## config.mk

```make
export PLATFORM = sky130hd
export DESIGN_NAME = ps2_key_tracker
export DESIGN_NICKNAME = d
export VERILOG_FILES = /design/src/rtl/ps2_key_tracker.sv
export SDC_FILE = /design/constraint.sdc
export NUM_CORES = 1
export LEC_CHECK = 0
export ABC_AREA = 0
export CORE_MARGIN = 2
export CORE_UTILIZATION = 60
export CTS_BUF_LIST = sky130_fd_sc_hd__clkbuf_8
export DETAILED_ROUTE_END_ITERATION = 10
export DONT_BUFFER_PORTS = 1
export PLACE_DENSITY = 0.84
export SLEW_MARGIN = 20
export SYNTH_ARGS = -nofsm -noshare
export SYNTH_HDL_FRONTEND = slang
export SYNTH_SLANG_ARGS = --single-unit
```

## constraint.sdc

```tcl
create_clock -name clk -period 2.3 [get_ports clk]
set_input_delay 0.23 -clock clk [delete_from_list [all_inputs] [get_ports clk]]
set_output_delay 0.23 -clock clk [all_outputs]
set_load 0.005 [all_outputs]
```

## src/rtl/ps2_key_tracker.sv

```systemverilog
// PS/2 keyboard front end: synchronises the raw pad signals, deserialises
// 11-bit frames, and tracks make/break sequences to present a held scan
// code, a key-held flag and a count of distinct new presses.
module ps2_key_tracker #(
    parameter int CNT_W       = 8,
    parameter int TIMEOUT_CYC = 4096
) (
    input  logic             clk,
    input  logic             clrn,
    input  logic             ps2_clk,
    input  logic             ps2_data,
    output logic [7:0]       key_code,
    output logic             key_pressed,
    output logic [CNT_W-1:0] press_count,
    output logic             frame_err
);

    localparam int TO_W = $clog2(TIMEOUT_CYC + 1);

    typedef enum logic {
        S_IDLE  = 1'b0,
        S_BREAK = 1'b1
    } state_t;

    // Synchronisers (idle bus is high)
    logic [2:0]       r_clk_sync;
    logic [1:0]       r_data_sync;

    // Frame receiver
    logic [3:0]       r_bit_cnt;
    logic [9:0]       r_shift;
    logic [TO_W-1:0]  r_to_cnt;
    logic [7:0]       r_byte;
    logic             r_byte_valid;
    logic             r_frame_err;

    // Tracker
    state_t           r_state;
    logic [7:0]       r_key_code;
    logic             r_key_pressed;
    logic [CNT_W-1:0] r_press_count;

    state_t           w_state_next;
    logic [7:0]       w_key_code_next;
    logic             w_key_pressed_next;
    logic [CNT_W-1:0] w_press_count_next;

    logic             w_fe;
    logic             w_sample;
    logic             w_frame_ok;

    // After ten shifts the buffer holds start in bit 0, data in 8:1 and
    // parity in bit 9; the stop bit is the live sample.
    assign w_fe       = r_clk_sync[2] & ~r_clk_sync[1];
    assign w_sample   = r_data_sync[1];
    assign w_frame_ok = ~r_shift[0] & w_sample & (^r_shift[9:1]);

    // Bring the asynchronous pad signals into the clk domain
    always_ff @(posedge clk or negedge clrn) begin
        if (!clrn) begin
            r_clk_sync  <= 3'b111;
            r_data_sync <= 2'b11;
        end else begin
            r_clk_sync  <= {r_clk_sync[1:0], ps2_clk};
            r_data_sync <= {r_data_sync[0], ps2_data};
        end
    end

    // Shift in frame bits on each falling edge, check the frame, and drop
    // a stalled partial frame after TIMEOUT_CYC quiet cycles
    always_ff @(posedge clk or negedge clrn) begin
        if (!clrn) begin
            r_bit_cnt    <= 4'd0;
            r_shift      <= 10'd0;
            r_to_cnt     <= '0;
            r_byte       <= 8'd0;
            r_byte_valid <= 1'b0;
            r_frame_err  <= 1'b0;
        end else begin
            r_byte_valid <= 1'b0;
            r_frame_err  <= 1'b0;
            if (w_fe) begin
                r_to_cnt <= '0;
                if (r_bit_cnt < 4'd10) begin
                    r_shift   <= {w_sample, r_shift[9:1]};
                    r_bit_cnt <= r_bit_cnt + 4'd1;
                end else begin
                    r_bit_cnt <= 4'd0;
                    if (w_frame_ok) begin
                        r_byte       <= r_shift[8:1];
                        r_byte_valid <= 1'b1;
                    end else begin
                        r_frame_err  <= 1'b1;
                    end
                end
            end else if (r_bit_cnt != 4'd0) begin
                if (r_to_cnt == TO_W'(TIMEOUT_CYC - 1)) begin
                    r_bit_cnt <= 4'd0;
                    r_to_cnt  <= '0;
                end else begin
                    r_to_cnt  <= r_to_cnt + TO_W'(1);
                end
            end else begin
                r_to_cnt <= '0;
            end
        end
    end

    // Tracker state and registered outputs
    always_ff @(posedge clk or negedge clrn) begin
        if (!clrn) begin
            r_state       <= S_IDLE;
            r_key_code    <= 8'd0;
            r_key_pressed <= 1'b0;
            r_press_count <= '0;
        end else begin
            r_state       <= w_state_next;
            r_key_code    <= w_key_code_next;
            r_key_pressed <= w_key_pressed_next;
            r_press_count <= w_press_count_next;
        end
    end

    // Make/break decoding; the E0 extended prefix is transparent
    always_comb begin
        w_state_next       = r_state;
        w_key_code_next    = r_key_code;
        w_key_pressed_next = r_key_pressed;
        w_press_count_next = r_press_count;
        if (r_byte_valid && (r_byte != 8'hE0)) begin
            case (r_state)
                S_IDLE: begin
                    if (r_byte == 8'hF0) begin
                        w_state_next = S_BREAK;
                    end else if (!r_key_pressed || (r_byte != r_key_code)) begin
                        w_key_code_next    = r_byte;
                        w_key_pressed_next = 1'b1;
                        w_press_count_next = r_press_count + CNT_W'(1);
                    end
                end
                S_BREAK: begin
                    if (r_byte != 8'hF0) begin
                        if (r_byte == r_key_code) begin
                            w_key_pressed_next = 1'b0;
                        end
                        w_state_next = S_IDLE;
                    end
                end
                default: w_state_next = S_IDLE;
            endcase
        end
    end

    assign key_code    = r_key_code;
    assign key_pressed = r_key_pressed;
    assign press_count = r_press_count;
    assign frame_err   = r_frame_err;

endmodule

```

==> results of run 1 <==
[final timing paths]
kind | start | end | depth (start not counted)
worst max-delay path | key_code[6] | key_code[6] | 4
worst min-delay path | r_clk_sync[0] | r_clk_sync[1] | 0
worst max register to register | key_code[6] | key_code[6] | 4
worst min register to register | r_clk_sync[0] | r_clk_sync[1] | 0
max in group asynchronous | clrn | r_data_sync[1] | 2
min in group asynchronous | clrn | press_count[2] | 2
[power breakdown]
group / total [uW] / switching [uW] / internal (uW) / leakage [uW]
Sequential: 1430 / 202 / 1220 / 0.000793
Clock: 797 / 365 / 432 / 0.0000976
Combinational: 731 / 336 / 395 / 0.000569
[worst max-delay path, stage by stage (launching register included)]
cell	delay (ns)
dfrtp_1	0.43
xor2_1	0.17
nor4_1	0.62
a311oi_4	0.37
mux2_2	0.36
[registers in the layout, indices dropped and copies added, names as in the netlist]
register / count
r_to_cnt: 13
r_shift: 10
key_code: 8
press_count: 8
r_byte: 8
r_bit_cnt: 4
r_clk_sync: 3
r_data_sync: 2
frame_err: 1
key_pressed: 1
r_byte_valid: 1
r_state: 1
[layer usage]
| layer | GRT usage | routed length [um] |
|---|---|---|
| met1 | 0.2360 | 1867 |
| met2 | 0.2815 | 1885 |
| met3 | 0.05339 | 149 |
| met4 | 0.1282 | 99 |
| met5 | 0 | 0 |
[per-stage QoR]
stage / worst slack, ns / instances / hold WS [ns]
floorplan: 0.4980 / 203 / -0.06559
global placement: 0.05923 / 255 / -0.06447
detailed placement: 0.02690 / 255 / -0.06444
CTS: 0.01673 / 274 / 0.3596
global route: 0.08779 / 274 / 0.3607
finish: 0.2258 / 274 / 0.3585
[cells by family (layout without fill, tap and decap cells)]
logic type               count (synthesis)  in the layout  synth area share
multiplexers                            27             27            0.1162
adder cells (fa/ha/maj)                  4              4           0.01912
buffers and inverters                    8             27           0.01434
flip-flops                              60             60            0.5760
AND/OR/NAND/NOR                         57             57            0.1190
AO/OA/AOI/OAI                           15             15           0.04016
XOR/XNOR                                32             32            0.1152
[final cells by class]
type,instances,area [um2],share of cell area
clock inverters,4,17.52,0.005991
repair buffers,7,80.08,0.02739
inverters,5,18.77,0.006418
clock buffers,11,151.4,0.05178
flip-flops and latches,60,1508,0.5156
multi-input cells,135,1084,0.3706
well taps,52,65.06,0.02225
[cell usage in the layout, fill, tap and decap left out, types with 2 or more instances in the layout]
cell and n:
and3_1 5, nand2_1 8, clkbuf_8 11, nor2_1 17
buf_4 3, dfstp_2 5, nor2b_1 2, ha_1 4
o21ai_0 6, xor2_1 19, a21oi_1 2, nand4_1 11
xnor2_1 11, nand2b_1 3, clkinv_2 2, mux2_2 27
dlygate4sd3_1 3, nand3_1 4, dfrtp_1 55, nor4_1 2
inv_1 7
==> out/metrics.csv, run 1 <==
metric,value,unit
status,completed,
wirelength,4.002,mm
synth_top_area_cell,dfrtp_1,
drt_iter0_markers,70,
die-area,0.004907,mm2
clock_latency,0.33,ns
routed_via_density,5.547,
irDropWorstVdd,1189,uV
worstSetupPathType,flop to flop,
drv_cap,0,
cts_sinks,60,
r2r_setup_slack,0.23,ns
grt_max_degree,61,
drc,0,
num-fill-cells,296,
syn_nets,211,
setup_tns,0,ns
critPathRequiredTime,2.51,ns
grt_util_all_layers,0.1878,
synth_seq_cells,60,
hold_buffers,4,
yosys_warnings,0,
ant_nets,0,
fin_util,0.6857,
cts.reportedPaths.clkPinSlew,0.06,ns
crit_fanout,16,
avgSynthCellArea,12.89,um2
cp.arrival,2.28,ns
hold_viol_final,0,
post-synth-top-area-fraction,0.5258,
ys_top_cells_by_area,"dfrtp_1, mux2_2, xor2_1, dfstp_2, xnor2_1",
grt_antenna_before_repair,0,
drive_gt1_frac,0.2342,
period_share,0.9018,
totalPowerFinal,2954,uW
period_minus_slack,2.074,ns
cts_setup_buffers,0,
cts_buffers,9,
synth_most_common_cell,dfrtp_1,
num_antenna_cells,0,
nets,226,
die_w,70.05,um
h-tree-depth,3,
design_area,0.002924,mm2
synth_cell_type_count,34,
cts_tree,done,
grt_pass1_vias,1563,
ys_seq_area_frac,0.5760,
initial_core_util,0.6138,
die_y,70.05,um
ctsRootBufferMaster,clkbuf_8,
cp-end-kind,flop,
synthArstFlopShare,1.000,
synth_flop_cell,dfrtp_1,
synth_commonest_cells,"dfrtp_1, mux2_2, xor2_1",
syn_inst,203,
avgRoutedWirePerCell,14.61,um
grt_pass1_wl,7.051,mm
num_rows,24,
vias,1520,
cts_max_path_buffers,2,
syn2layout_area_growth,11.71,%
setup-violations-final,0,
gp_congestion,0.7513,
grt_overflow_total,0,
tightestPinTransition,0.7929,ns
io_pins,22,
synth_edf_count,0,
firstDrtPassIters,4,
hold_class,flop to flop,
dp_hpwl,2.640,mm
start_kind,flop,
io_buffers,0,
netlist_area,0.002618,mm2
power.leakage,0.001460,uW
fmax,482.1,MHz
cts_resized,0,
core_area,0.004264,mm2
relSlewSlack,0.4714,
place_area,0.002686,mm2
grt_setup_unrepaired,no,
slew_violations,0,
fin_skew,0.005614,ns
p_per_area,1010,mW/mm2
Note: power is estimated with default switching activity, not from simulation.
==> inputs of run 2 (changes only) <==
--- a/config.mk
+++ b/config.mk
@@ -7,11 +7,11 @@
 export LEC_CHECK = 0
 export ABC_AREA = 0
 export CORE_MARGIN = 2
-export CORE_UTILIZATION = 60
+export CORE_UTILIZATION = 59
 export CTS_BUF_LIST = sky130_fd_sc_hd__clkbuf_8
 export DETAILED_ROUTE_END_ITERATION = 10
 export DONT_BUFFER_PORTS = 1
-export PLACE_DENSITY = 0.84
+export PLACE_DENSITY = 0.86
 export SLEW_MARGIN = 20
 export SYNTH_ARGS = -nofsm -noshare
 export SYNTH_HDL_FRONTEND = slang
==> constraint.sdc (replaced) <==
create_clock -name clk -period 1.8 [get_ports clk]
set_input_delay 0.18 -clock clk [delete_from_list [all_inputs] [get_ports clk]]
set_output_delay 0.18 -clock clk [all_outputs]
set_load 0.005 [all_outputs]
==> out/metrics.csv, run 2 (same netlist as run 1, synthesis figures left out) <==
metric,value,unit
status,finished with violations,
violations,negative setup slack,
tightestPinTransition,0.4682,ns
p_per_area,1406,mW/mm2
final_common_cell,dfrtp_1,
num_rows,24,
setup-violations-final,18,
reg_top3,"r_to_cnt x13, r_shift x10",
grt_overflow_total,0,
crit_fanout,4,
cts_sinks,60,
firstDrtPassIters,4,
ant_nets,0,
avgRoutedWirePerCell,20.41,um
routed_via_density,5.895,
start_kind,flop,
period_share,1.118,
fin_skew,0.01549,ns
grt_setup_unrepaired,yes,
cp-end-kind,flop,
worstHoldStart,r_clk_sync[0],
dp_hpwl,3.116,mm
fmax,497.0,MHz
r2r_start,r_shift[6],
pre_cts_ws,-0.1012,ns
critPathMaxStageDelay,0.47,ns
relSlewSlack,0.6872,
drv_cap,0,
final_cell_mix,"dfrtp_1, mux2_2, buf_4",
die_w,70.61,um
num_antenna_cells,0,
fin_util,0.7477,
critical_path.startpoint,r_shift[6],
largest_register_ffs,13,
cts.reportedPaths.clkPinSlew,0.07,ns
ctsRootBufferMaster,clkbuf_8,
irDropWorstVdd,943.1,uV
cts_buffers,9,
drt_iter0_markers,125,
io_pins,22,
critPathRequiredTime,2.03,ns
syn2layout_area_growth,23.52,%
gp_congestion,0.7389,
critPathTopFamily,XOR/XNOR gates,
place_area,0.002814,mm2
cts_max_path_buffers,2,
grt_pass1_wl,9.128,mm
grt_antenna_before_repair,0,
grt_pass1_vias,1857,
drc,0,
design_area,0.003233,mm2
cts_tree,done,
power.leakage,0.001601,uW
drive_gt1_frac,0.3443,
vias,1745,
clock_latency,0.35,ns
nets,247,
slew_violations,0,
grt_util_all_layers,0.2459,
crit_chain,"xnor2_1, xnor3_1, xnor2_2, nand4b_2, mux2_2",
core_area,0.004324,mm2
hold_class,flop to flop,
die_y,70.61,um
grt_max_degree,61,
worst_slack,-0.2122,ns
io_buffers,0,
worstSetupPathType,flop to flop,
h-tree-depth,3,
die-area,0.004985,mm2
hold_viol_final,0,
worst_path_max_delay_cell,xnor3_1,
critPathBufInv,0,
initial_core_util,0.6053,
setup_tns,-2.226,ns
regMostFlops,r_to_cnt,
cp.arrival,2.24,ns
period_minus_slack,2.012,ns
wirelength,6.042,mm
run 2: timing repair:
action	CTS	global route
resized for setup	5	18
buffers inserted	0	3
pin swaps	3	7
endpoints found under the setup margin	13	22
gates cloned	1	1
hold endpoints to repair	62	0
hold buffers	4	0
run 2: stage by stage:
step / instances / hold slack (ns) / total power (uW)
after CTS: 293 / 0.3608 / 4375
after global placement: 272 / -0.1145 / 2979
after global routing: 296 / 0.3619 / 4743
after floorplan: 203 / -0.1156 / 2574
after detailed placement: 272 / -0.1143 / 3056
final: 296 / 0.3584 / 4547
run 2: where the power goes:
| group | leakage (uW) | internal [uW] | switching (uW) |
|---|---|---|---|
| Sequential | 0.000792 | 1560 | 262 |
| Combinational | 0.000702 | 784 | 672 |
| Clock | 0.000107 | 705 | 561 |
run 2: path summary, 6_finish.rpt:
| kind | end | slack, ns | depth (start not counted) |
|---|---|---|---|
| worst max register to register | r_byte[1] | -0.21 | 5 |
| min in group asynchronous | r_byte[6] | 0.39 | 2 |
| max in group asynchronous | r_clk_sync[0] | 1.09 | 2 |
| worst max-delay path | r_byte[1] | -0.21 | 5 |
| worst min-delay path | r_clk_sync[1] | 0.36 | 0 |
| worst min register to register | r_clk_sync[1] | 0.36 | 0 |
run 2: area by class of cell:
| class | instances | area, um2 |
|---|---|---|
| multi-input combinational | 136 | 1196 |
| inverter | 5 | 18.77 |
| clock inverter | 5 | 51.30 |
| timing repair buffer | 27 | 241.5 |
| fill | 266 | 1091 |
| sequential | 60 | 1509 |
| clock buffer | 11 | 151.4 |
| tap | 52 | 65.06 |
run 2: layer usage:
layer  vias up  track usage  routed length, um
met4         0      0.09644                182
li1        788            -                  -
met5         -            0                  0
met2        39       0.4119               3235
met1       903       0.2945               2423
met3        15      0.08547                200
==> inputs of run 3 (changes only) <==
--- a/config.mk
+++ b/config.mk
@@ -11,7 +11,9 @@
 export CTS_BUF_LIST = sky130_fd_sc_hd__clkbuf_8
 export DETAILED_ROUTE_END_ITERATION = 10
 export DONT_BUFFER_PORTS = 1
+export GPL_TIMING_DRIVEN = 0
 export PLACE_DENSITY = 0.86
+export RECOVER_POWER = 25
 export SLEW_MARGIN = 20
 export SYNTH_ARGS = -nofsm -noshare
 export SYNTH_HDL_FRONTEND = slang
==> out/metrics.csv, run 3 (same netlist as run 1, synthesis figures left out) <==
metric,value,unit
cts.reportedPaths.clkPinSlew,0.06,ns
grt_pass1_wl,7.700,mm
final_common_cell,dfrtp_1,
die-area,0.004985,mm2
tightestPinTransition,1.264,ns
vias,1657,
violations,negative setup slack,
hold_viol_final,0,
nets,239,
avgRoutedWirePerCell,16.68,um
cp.arrival,2.12,ns
power.leakage,0.001551,uW
fmax,521.4,MHz
irDropWorstVdd,1394,uV
worst_slack,-0.1179,ns
drc,0,
hold_class,flop to flop,
ant_nets,0,
place_area,0.002683,mm2
critPathMaxStageDelay,0.45,ns
seq_area,0.001511,mm2
grt_setup_unrepaired,yes,
firstDrtPassIters,4,
p_per_area,1383,mW/mm2
worstSetupPathType,flop to flop,
routed_via_density,5.774,
seqPwrFrac,0.427,
worstHoldStart,r_data_sync[0],
grt_pass1_vias,1627,
drv_cap,0,
slew_violations,0,
die_w,70.61,um
p_clk_frac,0.257,
drive_gt1_frac,0.3319,
relSlewSlack,0.1571,
regMostFlops,r_to_cnt,
p_sw_frac,0.3148,
cts_sinks,60,
status,finished with violations,
cp-end-kind,flop,
wirelength,4.787,mm
die_y,70.61,um
critical_path.startpoint,r_shift[5],
drt_iter0_markers,174,
pwr-share-comb,0.315,
crit_chain,"xnor2_1, xnor3_1, xnor2_2, buf_6, nand4b_4, mux2_2",
fin_util,0.7205,
grt_util_all_layers,0.2044,
cts_buffers,9,
r2r_start,r_shift[5],
cts_max_path_buffers,2,
syn2layout_area_growth,19.02,%
setup_tns,-0.9179,ns
io_pins,22,
initial_core_util,0.6053,
pre_cts_ws,-0.2580,ns
reg_top3,"r_to_cnt x13, r_shift x10",
dp_hpwl,2.735,mm
start_kind,flop,
io_buffers,0,
grt_overflow_total,0,
gp_congestion,0.7765,
period_share,1.065,
grt_max_degree,61,
crit_fanout,5,
period_minus_slack,1.918,ns
design_area,0.003115,mm2
fin_skew,0.003253,ns
p_sw,1357,uW
num-fill-cells,267,
num_antenna_cells,0,
critPathRequiredTime,2.01,ns
final_cell_mix,"dfrtp_1, mux2_2, xor2_1",
h-tree-depth,3,
largest_register_ffs,13,
multi_input_area,0.001169,mm2
cts_tree,done,
setup-violations-final,14,
num_rows,24,
grt_antenna_before_repair,0,
worst_path_max_delay_cell,xnor3_1,
internal_power,2953,uW
core_area,0.004324,mm2
ctsRootBufferMaster,clkbuf_8,
clock_latency,0.32,ns
[run 3: cell count changes in the layout (fill, tap and decap cells not counted), sizes merged]
cell / before / now
clkbuf: 11 / 15
clkinv: 2 / 1
buf: 24 / 14
clkinvlp: 1 / 0
bufinv: 1 / 0
[run 3: stage by stage]
step,total power (uW),hold WS [ns],cells
3_3_place_gp,2702,-0.1144,255
6_report,4309,0.3614,287
3_5_place_dp,2754,-0.1144,255
5_1_grt,4549,0.3645,287
2_1_floorplan,2574,-0.1156,203
4_1_cts,4191,0.3557,281
[run 3: cell type report]
cell class / instances / area share
Buffer: 3 / 0.007631
Clock buffer: 13 / 0.05743
Clock inverter: 2 / 0.002811
Inverter: 5 / 0.006024
Multi-Input combinational cell: 136 / 0.3751
Sequential cell: 60 / 0.4851
Tap cell: 52 / 0.02088
Timing Repair Buffer: 16 / 0.04498
[run 3: critical path: cells and delay by family, from the launching register on]
kind,cells,cell delay [ns]
buffers and inverters,1,0.14
and+or+nand+nor,1,0.15
DFF,1,0.40
xor gates and xnor gates,3,0.78
muxes,1,0.32
[run 3: routing by layer]
metal / routed length (um) / share of wire / vias to the layer above / track usage
met4: 59 / 0.012 / 0 / 0.08805
met5: 0 / 0 / - / 0
met2: 2535 / 0.53 / 25 / 0.3218
met1: 2061 / 0.43 / 846 / 0.2639
li1: - / - / 780 / -
met3: 130 / 0.027 / 6 / 0.06553
[run 3: repair_timing]
| item | 4_1_cts | 5_1_grt |
|---|---|---|
| pin swaps | 3 | 6 |
| hold endpoints to repair | 62 | 0 |
| setup buffers | 6 | 7 |
| setup endpoints to repair | 42 | 40 |
| resized for setup | 11 | 15 |
| gates cloned | 1 | 0 |
| hold buffers | 4 | 0 |
[run 3: final timing paths]
kind / to / slack (ns) / depth (start not counted)
setup / recovery: r_byte[7] / -0.12 / 6
hold / removal: r_data_sync[1] / 0.36 / 0
setup reg to reg: r_byte[7] / -0.12 / 6
hold reg to reg: r_data_sync[1] / 0.36 / 0
max in group asynchronous: r_byte[1] / 0.25 / 2
min in group asynchronous: press_count[6] / 0.70 / 2
[run 3: power by group through the flow]
stage                     combinational (uW)  clock, uW  sequential, uW
after floorplan                          805          0            1770
after global placement                   872          0            1830
after detailed placement                 910          0            1840
after CTS                               1230       1140            1820
after global routing                    1470       1210            1870
final                                   1360       1110            1840
